File: src/rtl/hyperbus_arbiter.sv
// Round-robin arbiter sharing one Hyperbus native controller port between NPORTS requesters.
// Each grant covers a fixed BEATS-beat transaction; a watchdog aborts transfers that stall.
module hyperbus_arbiter #(
   parameter int unsigned NPORTS          = 2,
   parameter int unsigned HBUS_ADDR_WIDTH = 32,
   parameter int unsigned HBUS_DATA_WIDTH = 16,
   parameter int unsigned BEATS           = 2,
   parameter int unsigned TIMEOUT         = 1024
) (
   input  logic                                hbus_clk,
   input  logic                                hbus_rst,
   input  logic [NPORTS-1:0]                   req_rrq,
   input  logic [NPORTS-1:0]                   req_wrq,
   input  logic [NPORTS*HBUS_ADDR_WIDTH-1:0]   req_adr_i,
   input  logic [NPORTS*HBUS_DATA_WIDTH-1:0]   req_dat_i,
   output logic [HBUS_DATA_WIDTH-1:0]          req_dat_o,
   output logic [NPORTS-1:0]                   req_gnt,
   output logic [NPORTS-1:0]                   req_ready,
   output logic [NPORTS-1:0]                   req_valid,
   output logic [NPORTS-1:0]                   req_done,
   output logic [NPORTS-1:0]                   req_err,
   output logic [HBUS_ADDR_WIDTH-1:0]          hbus_adr_o,
   output logic [HBUS_DATA_WIDTH-1:0]          hbus_dat_o,
   input  logic [HBUS_DATA_WIDTH-1:0]          hbus_dat_i,
   output logic                                hbus_rrq,
   output logic                                hbus_wrq,
   input  logic                                hbus_ready,
   input  logic                                hbus_valid,
   input  logic                                hbus_busy
);

   localparam int unsigned AW = HBUS_ADDR_WIDTH;
   localparam int unsigned DW = HBUS_DATA_WIDTH;
   localparam int unsigned PW = (NPORTS > 1) ? $clog2(NPORTS) : 1;
   localparam int unsigned WW = $clog2(TIMEOUT) + 1;

   typedef enum logic [1:0] {StIdle, StXfer, StDrain} state_t;

   state_t          state;
   logic [PW-1:0]   ptr;
   logic [7:0]      cnt;
   logic [WW-1:0]   wdog;
   logic            is_read;
   logic            aborted;

   logic            any_req;
   logic            hi_found;
   logic [PW-1:0]   hi_idx;
   logic [PW-1:0]   lo_idx;
   logic [PW-1:0]   win;
   logic [NPORTS-1:0] win_oh;
   logic [AW-1:0]   sel_adr;
   logic            win_rd;
   logic            in_xfer;
   logic            beat;

   // Lowest requester above the pointer wins; otherwise wrap to the lowest requester overall.
   always_comb begin
      any_req  = |(req_rrq | req_wrq);
      hi_found = 1'b0;
      hi_idx   = '0;
      lo_idx   = '0;
      for (int p = int'(NPORTS) - 1; p >= 0; p--) begin
         if (req_rrq[p] || req_wrq[p]) begin
            lo_idx = PW'(p);
            if (p > int'(ptr)) begin
               hi_idx   = PW'(p);
               hi_found = 1'b1;
            end
         end
      end
      win = hi_found ? hi_idx : lo_idx;
   end

   always_comb begin
      win_oh  = '0;
      sel_adr = '0;
      win_rd  = 1'b0;
      for (int p = 0; p < int'(NPORTS); p++) begin
         if (win == PW'(p)) begin
            win_oh[p] = 1'b1;
            sel_adr   = req_adr_i[p*AW +: AW];
            win_rd    = req_rrq[p];
         end
      end
   end

   always_comb begin
      hbus_dat_o = '0;
      for (int p = 0; p < int'(NPORTS); p++) begin
         if (req_gnt[p]) begin
            hbus_dat_o = hbus_dat_o | req_dat_i[p*DW +: DW];
         end
      end
   end

   assign in_xfer   = (state == StXfer);
   assign beat      = in_xfer && (is_read ? hbus_valid : hbus_ready);
   assign req_dat_o = hbus_dat_i;
   assign req_valid = req_gnt & {NPORTS{hbus_valid & in_xfer & is_read}};
   assign req_ready = req_gnt & {NPORTS{hbus_ready & in_xfer & ~is_read}};

   always_ff @(posedge hbus_clk or posedge hbus_rst) begin
      if (hbus_rst) begin
         state      <= StIdle;
         ptr        <= PW'(NPORTS - 1);
         cnt        <= '0;
         wdog       <= '0;
         is_read    <= 1'b0;
         aborted    <= 1'b0;
         req_gnt    <= '0;
         req_done   <= '0;
         req_err    <= '0;
         hbus_rrq   <= 1'b0;
         hbus_wrq   <= 1'b0;
         hbus_adr_o <= '0;
      end else begin
         hbus_rrq <= 1'b0;
         hbus_wrq <= 1'b0;
         req_done <= '0;
         req_err  <= '0;
         case (state)
            StIdle: begin
               if (!hbus_busy && any_req) begin
                  state      <= StXfer;
                  req_gnt    <= win_oh;
                  hbus_adr_o <= sel_adr;
                  is_read    <= win_rd;
                  cnt        <= 8'(BEATS);
                  wdog       <= '0;
                  aborted    <= 1'b0;
                  ptr        <= win;
                  hbus_rrq   <= win_rd;
                  hbus_wrq   <= ~win_rd;
               end
            end
            StXfer: begin
               // A beat always wins over the watchdog, even on its final cycle.
               if (beat) begin
                  cnt  <= cnt - 8'd1;
                  wdog <= '0;
                  if (cnt == 8'd1) begin
                     state <= StDrain;
                  end
               end else if (wdog == WW'(TIMEOUT - 1)) begin
                  req_err <= req_gnt;
                  aborted <= 1'b1;
                  state   <= StDrain;
               end else begin
                  wdog <= wdog + WW'(1);
               end
            end
            StDrain: begin
               if (!hbus_busy) begin
                  req_done <= aborted ? '0 : req_gnt;
                  req_gnt  <= '0;
                  state    <= StIdle;
               end
            end
            default: state <= StIdle;
         endcase
      end
   end

endmodule

File: config.mk
export PLATFORM = sky130hd
export DESIGN_NAME = hyperbus_arbiter
export DESIGN_NICKNAME = d
export VERILOG_FILES = /design/src/rtl/hyperbus_arbiter.sv
export SDC_FILE = /design/constraint.sdc
export NUM_CORES = 1
export LEC_CHECK = 0
export BUFFER_PORTS_ARGS = -buffer_cell sky130_fd_sc_hd__buf_2
export CAP_MARGIN = 20
export CORE_AREA = 2 2 95 97
export DETAILED_ROUTE_END_ITERATION = 8
export DIE_AREA = 0 0 97 99
export PLACE_DENSITY = 0.78
export SLEW_MARGIN = 20
export SYNTH_ARGS = -nofsm -noshare
export SYNTH_HDL_FRONTEND = slang
export SYNTH_SLANG_ARGS = --single-unit
File: constraint.sdc
create_clock -name hbus_clk -period 1.8 [get_ports hbus_clk]
set_input_delay 0.27 -clock hbus_clk [delete_from_list [all_inputs] [get_ports hbus_clk]]
set_output_delay 0.27 -clock hbus_clk [all_outputs]
set_load 0.01 [all_outputs]
After elaboration in Yosys (flattened, before gate mapping)
Index checks and enable logic that the tools add are counted.
Word-level totals
  flip-flop bits (word level): 64
  bits of input ports: 121
  output and inout port bits: 76
  logic and storage cells: 93
Cells by class
  add/sub/neg operators: 2
  $lt $le $gt $ge: 1
  equality and inequality tests: 12
  muxes and demuxes: 41
  bitwise gates (word level): 10
  reduce and logical (&&, ||, !) cells: 15
Operators with widths (number)
  two-way mux 11 bit: 3
  two-way mux 16 bit: 2
  two-way mux 32 bit: 1
  two-way mux 2 bit: 12
  case mux 11 bit (2 select lines): 1
  two-way mux 1 bit: 16
  two-way mux 8 bit: 2
  OR 16 bit: 1
  case mux 8 bit (2 select lines): 1
  adder 11 x 1 -> 11 bit (second input constant): 1
  == test 11 x 10 -> 1 bit (second input constant): 1
  AND reduction 3 bit: 3
  == test 8 x 1 -> 1 bit (second input constant): 1
  AND reduction 4 bit: 2
  subtractor 8 x 1 -> 8 bit (second input constant): 1
  inequality test 2 bit (second input constant): 3
  case mux 2 bit (3 select lines): 1
  AND 1 bit: 4
  AND 2 bit: 2
  inequality test 2 x 1 -> 1 bit (second input constant): 2
  case mux 2 bit (2 select lines): 1
  nonzero test 2 bit: 2
  inequality test 3 x 1 -> 1 bit (second input constant): 1
  inequality test 3 x 2 -> 1 bit (second input constant): 1
  13 further kinds: 16

Longest topological paths before layout
Gate-level depths: netlist of the first run.
  depth after elaboration: 8
  mapped depth: 6
  mapped depth without buffers: 6

Worst setup path before layout of the first run
OpenSTA, ideal clock, no wires.
  path kind: register to register
  start: register wdog[0]
  end: register wdog[7]
  setup time: 99 ps
  arrival time: 1517 ps
  required time: 1701 ps
  path slack: 184 ps
  cell stages (with the launch flop): 7
  buffers on the path: 1
  period minus slack after synthesis: 1616 ps
  cells stage by stage: dfrtp_1 > ha_1 > nand3_1 > nor4b_4 > buf_4 > nor2_1 > a311oi_1
On the way
  longest elaborated chain between the ends: 4
  elaborated cells on any way between the ends: 7
  those cells by class: 1 x add/sub; 2 x eq/ne; 3 x mux; 1 x reduce/logical
RTL lines
  start, declared: RTL line 42  | logic [WW-1:0] wdog;
  start signal, assigned: RTL line 150  | wdog <= wdog + WW'(1);
  adder 11 x 1 -> 11 bit: RTL line 150
  two-way mux 11 bit: RTL line 145  | end else if (wdog == WW'(TIMEOUT - 1)) begin
  two-way mux 11 bit: RTL line 139  | if (beat) begin
  case mux 11 bit (2 select lines): RTL line 122  | case (state)
Several ways; a longest one is shown, not always the timed one. The select of a mux whose other input is x is not followed.
A chain may end at the register's enable or synchronous reset.

Worst setup path in the final report of the first run
  start: register wdog[0]
  end: register wdog[3]
The elaborated chain is that of the path after synthesis.

==> results.toml, run 1 <==
[routing]
drt-total-wl_microns = 9024
first_pass_iters = 4
drt-wirelength-per-cell_microns = 14.65
drc_errors = 0
vias = 3206
drt_iter0_markers = 165
drtAntennaViolNets = 0
drt-vias-per-instance = 5.205

[global_routing]
grt_pass1_vias = 3163
grt_pass1_wl_microns = 14780
grt_usage_pct = 18.98
antenna_found_initial = 0
gr-total-overflow = 0
grt_max_degree = 50

[worst_setup_path]
startpoint_type = "flop"
arrival_ps = 1950
worstSetupEndpointType = "flop"
worst-path-max-fanout = 12
worst-setup-path-type = "flop to flop"
crit_required_ps = 2020

[logic_synthesis]
yosysTopAreaCellShare_pct = 46.61
synthFlopType = "dfrtp_1"
synth_area_leaders = "dfrtp_1 47%, mux2i_1 10%, o21ai_0 5.6%"
synth_nets = 462
synthArstFlopShare_pct = 100.0
syn_inst = 338
yosys_register_bits = 64
synth_top_area_cell = "dfrtp_1"
synth_seq_area_share_pct = 47.39
synth_edf_count = 0
synthDistinctLibCells = 51
avgSynthCellArea_sq_um = 10.01
syn_area_sq_um = 3382
yosysWarnings = 0

[worst_hold_path]
hold_path.class = "input pin to flop"

[flow_run]
drv_cap = 0

[floorplanning]
design.die.area_sq_um = 9603
num_io_pins = 197
num_rows = 34
fp.dieH_microns = 99
initial_core_util_pct = 39.55
coreArea_sq_um = 8551
die_w_microns = 97

[clock_network]
cts_made_buffers = 9
cts_sinks = 64
htreeDepth = 3
clk_latency_ps = 340
cts_buffer_depth = 2
cts-root-buf = "clkbuf_8"
path_clk_slew_ps = 70
cts_tree = "yes"

[finish]
design_area_sq_um = 4614
final_common_cell = "buf_2"
layout-drive-gt1-share_pct = 42.52
area_delta_synth_final_pct = 36.44
final_cell_mix = "164 x buf_2, 62 x dfrtp_1, 40 x nand2_1, 37 x o21ai_0, 34 x mux2i_1"
n_antenna_cell = 0
nNetsFinal = 627

[placement]
port_buffers = 164
preCtsSetupSlack_ps = 8.219
place_area_sq_um = 4374
gp_congestion = 0.8681
hpwlAfterDp_microns = 6933

[sta]
final.period_utilization_pct = 95.78
fmax_mhz = 580.0
final-hold-violation-count = 0
fin_skew_ps = 6.863
fin_crit_ps = 1724
timing.final.ws_setup_ps = 75.90
relSlewSlack_pct = 59.17
tightest_slew_ps = 606.8
rsz0062_at_grt = "yes"
setup_viol = 0
slew_viol_final = 0

[run_status]
status = "complete, no violations"

[power_and_ir_drop]
leakage_uw = 0.002451
power.density_nw_per_um2 = 1452
irDropWorstVdd_mv = 0.6866
## Yosys cell counts, drive strengths merged (2+ instances only)
master / n
dfrtp: 63
nand2: 40
o21ai: 40
mux2i: 34
buf: 29
a22o: 17
nor2: 16
inv: 10
a21oi: 8
nor4: 7
a31oi: 6
clkbuf: 6
and3: 4
nand3: 4
nor3: 4
a211o: 3
and2: 3
ha: 3
nand2b: 3
nor2b: 3
o31ai: 3
or4: 3
a311oi: 2
and4: 2
nand4: 2
nor4b: 2
o211ai: 2
o41ai: 2
xnor2: 2
xor2: 2
## repair_timing
action,CTS,global route
gates resized for setup,1,4
setup buffers,1,0
hold buffers,1,0
pin swaps,0,0
hold endpoints to repair,19,0
endpoints found under the setup margin,13,5
## worst max-delay path: stages (launching register included)
cell     delay, ps
dfrtp_1        400
ha_1           230
nand3_1        150
nor4b_4         60
buf_4          180
o311a_1        320
a211o_1        270
## stage by stage
stage | cells | hold WS [ps] | setup TNS, ps | util, % | power [uW]
finish | 616 | 200.1 | 0 | 53.97 | 6702
detailed placement | 598 | 359.0 | 0 | 51.16 | 5400
CTS | 616 | 186.7 | 0 | 53.79 | 6721
global placement | 598 | 357.3 | 0 | 51.16 | 5290
floorplan | 338 | 392.4 | 0 | - | 4151
global route | 616 | 211.9 | -16.15 | 53.97 | 7205
## layer usage
metal	share of wire, %	wire [microns]	vias to the layer above	track usage [%]
met5	0	0	-	0
met4	1.5	133	0	6.284
met3	7.3	656	15	4.468
met2	50	4549	138	33.07
met1	41	3684	1518	23.28
li1	-	-	1535	-
## worst paths after layout
check,startpoint,to,slack (ps),cells past startpoint
hold / removal,req_adr_i[62],hbus_adr_o[30],200,3
max in group asynchronous,hbus_rst,hbus_adr_o[23],780,4
setup reg to reg,wdog[0],wdog[3],80,6
setup / recovery,wdog[0],wdog[3],80,6
min in group asynchronous,hbus_rst,wdog[3],540,3
hold reg to reg,hbus_adr_o[4],hbus_adr_o[4],480,2
## where the power goes
| part | leakage (uW) | internal [uW] | switching (uW) | total [uW] |
|---|---|---|---|---|
| clock network | 0.000101 | 710 | 554 | 1260 |
| logic | 0.00153 | 1430 | 1640 | 3070 |
| registers | 0.000823 | 1950 | 409 | 2360 |
## flip-flops by register name (all words and copies together) (netlist names)
| register | count |
|---|---|
| hbus_adr_o | 32 |
| req_done | 2 |
| aborted | 1 |
| wdog | 11 |
| ptr | 1 |
| req_err | 2 |
| is_read | 1 |
| hbus_rrq | 1 |
| hbus_wrq | 1 |
| cnt | 8 |
| state | 2 |
| req_gnt | 2 |
## final cells by class
type | count | area, sq um
fillers | 758 | 3936
flip-flops and latches | 64 | 1604
multi-input cells | 229 | 1546
repair buffers | 189 | 1081
clock buffers | 11 | 151.4
well taps | 108 | 135.1
clock inverters | 5 | 55.05
inverters | 10 | 41.29
## cells by family (layout without fill, tap and decap cells)
group | count (synthesis) | count (layout) | share of synthesized area (%)
fa+ha+maj | 3 | 3 | 1.110
simple gates | 94 | 94 | 14.28
flops | 64 | 64 | 47.39
buf+inv | 45 | 215 | 7.473
xor+xnor | 4 | 4 | 1.036
compound gates | 93 | 93 | 18.20
mux | 35 | 35 | 10.51
(Power assumes the default switching activity.)
==> run 2: changes to the inputs <==
--- a/config.mk
+++ b/config.mk
@@ -10,7 +10,9 @@
 export CORE_AREA = 2 2 95 97
 export DETAILED_ROUTE_END_ITERATION = 8
 export DIE_AREA = 0 0 97 99
+export HOLD_SLACK_MARGIN = 0.1
 export PLACE_DENSITY = 0.78
+export REMOVE_ABC_BUFFERS = 1
 export SLEW_MARGIN = 20
 export SYNTH_ARGS = -nofsm -noshare
 export SYNTH_HDL_FRONTEND = slang
==> results.toml, run 2 (synthesis gave the netlist of run 1 again) <==
[floorplanning]
die_w_microns = 97
num_io_pins = 197
fp.dieH_microns = 99
num_rows = 34
design.die.area_sq_um = 9603
initial_core_util_pct = 39.55
coreArea_sq_um = 8551

[routing]
drt-met1-wl_microns = 4021
first_pass_iters = 4
drt_iter0_markers = 159
drtAntennaViolNets = 0
drt-vias-per-instance = 5.124
vias = 3146
wl_met2_microns = 4658
drt-total-wl_microns = 9693
top_layer_used = "met5"
drt-wirelength-per-cell_microns = 15.79
route.met3.wl_microns = 868
drc_errors = 0

[worst_setup_path]
startpoint_type = "flop"
worst-setup-path-type = "flop to output pin"
worst-path-max-fanout = 7
worstSetupEndpointType = "output pin"
arrival_ps = 1480
crit_required_ps = 1530

[power_and_ir_drop]
irDropWorstVdd_mv = 0.7951
power.density_nw_per_um2 = 1474
leakage_uw = 0.002442

[finish]
nNetsFinal = 625
reg_top3 = "hbus_adr_o x32, wdog x11, cnt x8"
area_delta_synth_final_pct = 36.07
n_antenna_cell = 0
layout-drive-gt1-share_pct = 42.69
final_common_cell = "buf_2"
final_cell_mix = "164 x buf_2, 61 x dfrtp_1, 40 x nand2_1, 37 x o21ai_0, 34 x mux2i_1"
largest_reg_flops = 32
top_register = "hbus_adr_o"

[worst_hold_path]
hold_path.class = "input pin to flop"

[sta]
final.period_utilization_pct = 96.98
slew_viol_final = 0
relSlewSlack_pct = 52.03
fin_skew_ps = 8.826
fin_crit_ps = 1746
final-hold-violation-count = 0
timing.final.ws_setup_ps = 54.31
tightest_slew_ps = 713.5
fmax_mhz = 572.8
holdWs_ps = 207.3
final.setup.tns_ps = 0
setup_viol = 0

[clock_network]
cts_buffer_depth = 2
path_clk_slew_ps = 80
cts-root-buf = "clkbuf_8"
clk_latency_ps = 340
htreeDepth = 3
cts_made_buffers = 9
cts_sinks = 64
cts_tree = "yes"

[placement]
hpwlAfterDp_microns = 7338
port_buffers = 164
gp_congestion = 0.8289
preCtsSetupSlack_ps = 74.95

[global_routing]
grt_max_degree = 50
grt_usage_pct = 20.14
antenna_found_initial = 0
gr-total-overflow = 0
grt_pass1_vias = 3189
grt_pass1_wl_microns = 15420

[flow_run]
drv_cap = 0

[run_status]
status = "complete, no violations"
[run 2: cell types whose count changed in the layout (fill, tap and decap cells not counted), sizes merged]
cell	previous run	this run
inv	9	10
clkinvlp	3	2
bufinv	1	2
clkinv	2	1
buf	188	186
[run 2: timing repair]
item                                   4_1_cts  5_1_grt
pin swaps                                    2        0
hold buffers                                 1        0
endpoints found under the hold margin       19        0
setup buffers                                0        4
gates resized for setup                      5        4
setup endpoints to repair                    2        5
[run 2: critical path, stage by stage (launching register included)]
cell and delay, ps:
dfrtp_1 390, buf_6 140, nor2b_4 120, buf_6 120, and4_1 220, buf_2 150
[run 2: power breakdown]
part	switching, uW	internal [uW]	total (uW)
clock	558	815	1370
combinational	1590	1420	3000
sequential	448	1960	2400
[run 2: layout make-up]
type | count | area, sq um
multi-input cells | 229 | 1558
fillers | 759 | 3949
well taps | 108 | 135.1
clock buffers | 11 | 141.4
inverters | 10 | 37.54
flip-flops and latches | 64 | 1605
clock inverters | 5 | 80.08
repair buffers | 187 | 1045
[run 2: worst paths after layout]
check	start	slack [ps]	cells after the start	end
worst max-delay path	state[1]	50	5	req_valid[1]
worst min-delay path	req_adr_i[47]	210	3	hbus_adr_o[15]
worst max register to register	wdog[0]	70	6	wdog[3]
worst min register to register	hbus_adr_o[0]	480	2	hbus_adr_o[0]
max in group asynchronous	hbus_rst	700	4	hbus_adr_o[22]
min in group asynchronous	hbus_rst	520	3	hbus_adr_o[2]
[run 2: metrics by stage]
step,instance area (sq um),total power (uW),std cells,util [%]
after global placement,4308,5176,593,50.38
after floorplan,3167,4076,303,-
final,4602,6781,614,53.82
after global routing,4602,7254,614,53.82
after CTS,4553,6716,610,53.25
after detailed placement,4308,5278,593,50.38
[run 2: metal layers]
layer	vias to the layer above	track usage, %
met4	2	6.176
met2	136	31.84
li1	1528	-
met5	-	5.641
met3	8	7.730
met1	1472	25.28
==> run 3: changes to the inputs <==
--- a/config.mk
+++ b/config.mk
@@ -13,6 +13,7 @@
 export HOLD_SLACK_MARGIN = 0.1
 export PLACE_DENSITY = 0.78
 export REMOVE_ABC_BUFFERS = 1
+export SETUP_SLACK_MARGIN = 0.4
 export SLEW_MARGIN = 20
 export SYNTH_ARGS = -nofsm -noshare
 export SYNTH_HDL_FRONTEND = slang
==> results.toml, run 3 (synthesis gave the netlist of run 1 again) <==
[placement]
port_buffers = 164
hpwlAfterDp_microns = 7338
preCtsSetupSlack_ps = 74.95
gp_congestion = 0.8289

[routing]
drtAntennaViolNets = 0
first_pass_iters = 4
drt-vias-per-instance = 5.579
drc_errors = 0
vias = 3721
drt-wirelength-per-cell_microns = 20.49
drt-total-wl_microns = 13670
drt_iter0_markers = 287

[sta]
rsz0062_at_grt = "yes"
final-hold-violation-count = 0
timing.final.ws_setup_ps = 28.99
relSlewSlack_pct = 58.11
fin_skew_ps = 10.12
fmax_mhz = 564.6
tightest_slew_ps = 624.6
setup_viol = 0
slew_viol_final = 0
fin_crit_ps = 1771
final.setup.tns_ps = 0
final.period_utilization_pct = 98.39
holdWs_ps = 195.8

[finish]
utilization_pct = 67.91
largest_reg_flops = 32
nNetsFinal = 678
final_common_cell = "buf_2"
regArea_sq_um = 1613
n_antenna_cell = 0
final_cell_mix = "161 x buf_2, 59 x dfrtp_1, 37 x buf_4, 32 x mux2i_1, 22 x o21ai_1"
layout-drive-gt1-share_pct = 60.47
top_register = "hbus_adr_o"
area_delta_synth_final_pct = 71.70
reg_top3 = "hbus_adr_o x32, wdog x11, cnt x8"
multiInputGateArea_sq_um = 1954
n_fill_cell = 585

[worst_setup_path]
crit_required_ps = 1530
arrival_ps = 1500
worst-setup-path-type = "flop to output pin"
crit_chain = "buf_6 -> nor2b_4 -> buf_6 -> and4_1 -> buf_2"
slowest_delay_ps = 400
critPathTopFamily = "buffers and inverters"
startpoint_type = "flop"
worst-path-max-fanout = 6
cp_common_cell = "buf_6"
cp-startpoint = "state[1]"
r2r_cells = 6
worstSetupEndpointType = "output pin"
cp_num_cells = 5
path_buf_inv = 3
rr_startpoint = "state[1]"
cp_slowest_cell = "dfrtp_1"

[floorplanning]
initial_core_util_pct = 39.55
num_io_pins = 197
fp.dieH_microns = 99
num_rows = 34
coreArea_sq_um = 8551
design.die.area_sq_um = 9603
die_w_microns = 97

[clock_network]
htreeDepth = 3
cts-root-buf = "clkbuf_8"
clk_latency_ps = 340
cts_tree = "yes"
path_clk_slew_ps = 80
cts_sinks = 64
cts_buffer_depth = 2
cts_made_buffers = 9

[worst_hold_path]
holdPathStages = 3
holdCritStartpoint = "req_adr_i[46]"
hold_path.class = "input pin to flop"

[global_routing]
antenna_found_initial = 0
grt_usage_pct = 26.07
grt_pass1_vias = 3829
gr-total-overflow = 0
grt_pass1_wl_microns = 19530
grt_max_degree = 30

[power_and_ir_drop]
power.density_nw_per_um2 = 1584
irDropWorstVdd_mv = 0.9296
leakage_uw = 0.002935
power.total_uw = 9201

[flow_run]
drv_cap = 0

[run_status]
status = "complete, no violations"
==> run 3: repair_timing <==
action                                 4_1_cts  5_1_grt
hold buffers                                 1        0
endpoints found under the hold margin       19        0
buffers inserted                            30       12
cloned                                      12        3
gates resized for setup                     92       80
setup endpoints to repair                   83       83
pin swaps                                   24       22
==> run 3: path summary, 6_finish.rpt <==
check / slack, ps / endpoint
max: 30 / req_valid[0]
min: 200 / hbus_adr_o[14]
max reg2reg: 30 / hbus_adr_o[23]
min reg2reg: 480 / hbus_adr_o[25]
max in group asynchronous: 700 / hbus_adr_o[22]
min in group asynchronous: 510 / hbus_adr_o[2]
==> run 3: cell type report <==
| class | instances | share of cell area [%] |
|---|---|---|
| clock inverters | 5 | 1.379 |
| repair buffers | 240 | 31.78 |
| well taps | 108 | 2.327 |
| multi-input cells | 229 | 33.66 |
| inverters | 10 | 0.6464 |
| flip-flops and latches | 64 | 27.77 |
| clock buffers | 11 | 2.435 |
==> run 3: per-layer routing <==
| layer | wire [microns] | share of wire [%] | track usage [%] | vias to the layer above |
|---|---|---|---|---|
| li1 | - | - | - | 1649 |
| met1 | 5057 | 37 | 30.16 | 1807 |
| met2 | 6953 | 51 | 43.06 | 204 |
| met3 | 1027 | 7.5 | 8.156 | 59 |
| met4 | 549 | 4.0 | 13.54 | 2 |
| met5 | 77 | 0.56 | 5.641 | - |
==> run 3: metrics by stage <==
step | instances | area [sq um]
final | 667 | 5807
after floorplan | 303 | 3167
after detailed placement | 593 | 4308
after global routing | 667 | 5807
after CTS | 652 | 5370
after global placement | 593 | 4308
==> run 3: worst register-to-register path, delay by kind of cell (launching register included) <==
kind | cells | cell delay (ps)
buffers and inverters | 3 | 510
AO/OA/AOI/OAI | 1 | 70
AND/OR/NAND/NOR | 2 | 670
flip-flops | 1 | 400
==> run 3: power by group <==
| part | internal, uW | switching, uW | total [uW] |
|---|---|---|---|
| Combinational | 2810 | 2570 | 5380 |
| Sequential | 1970 | 442 | 2410 |
| Clock | 816 | 594 | 1410 |
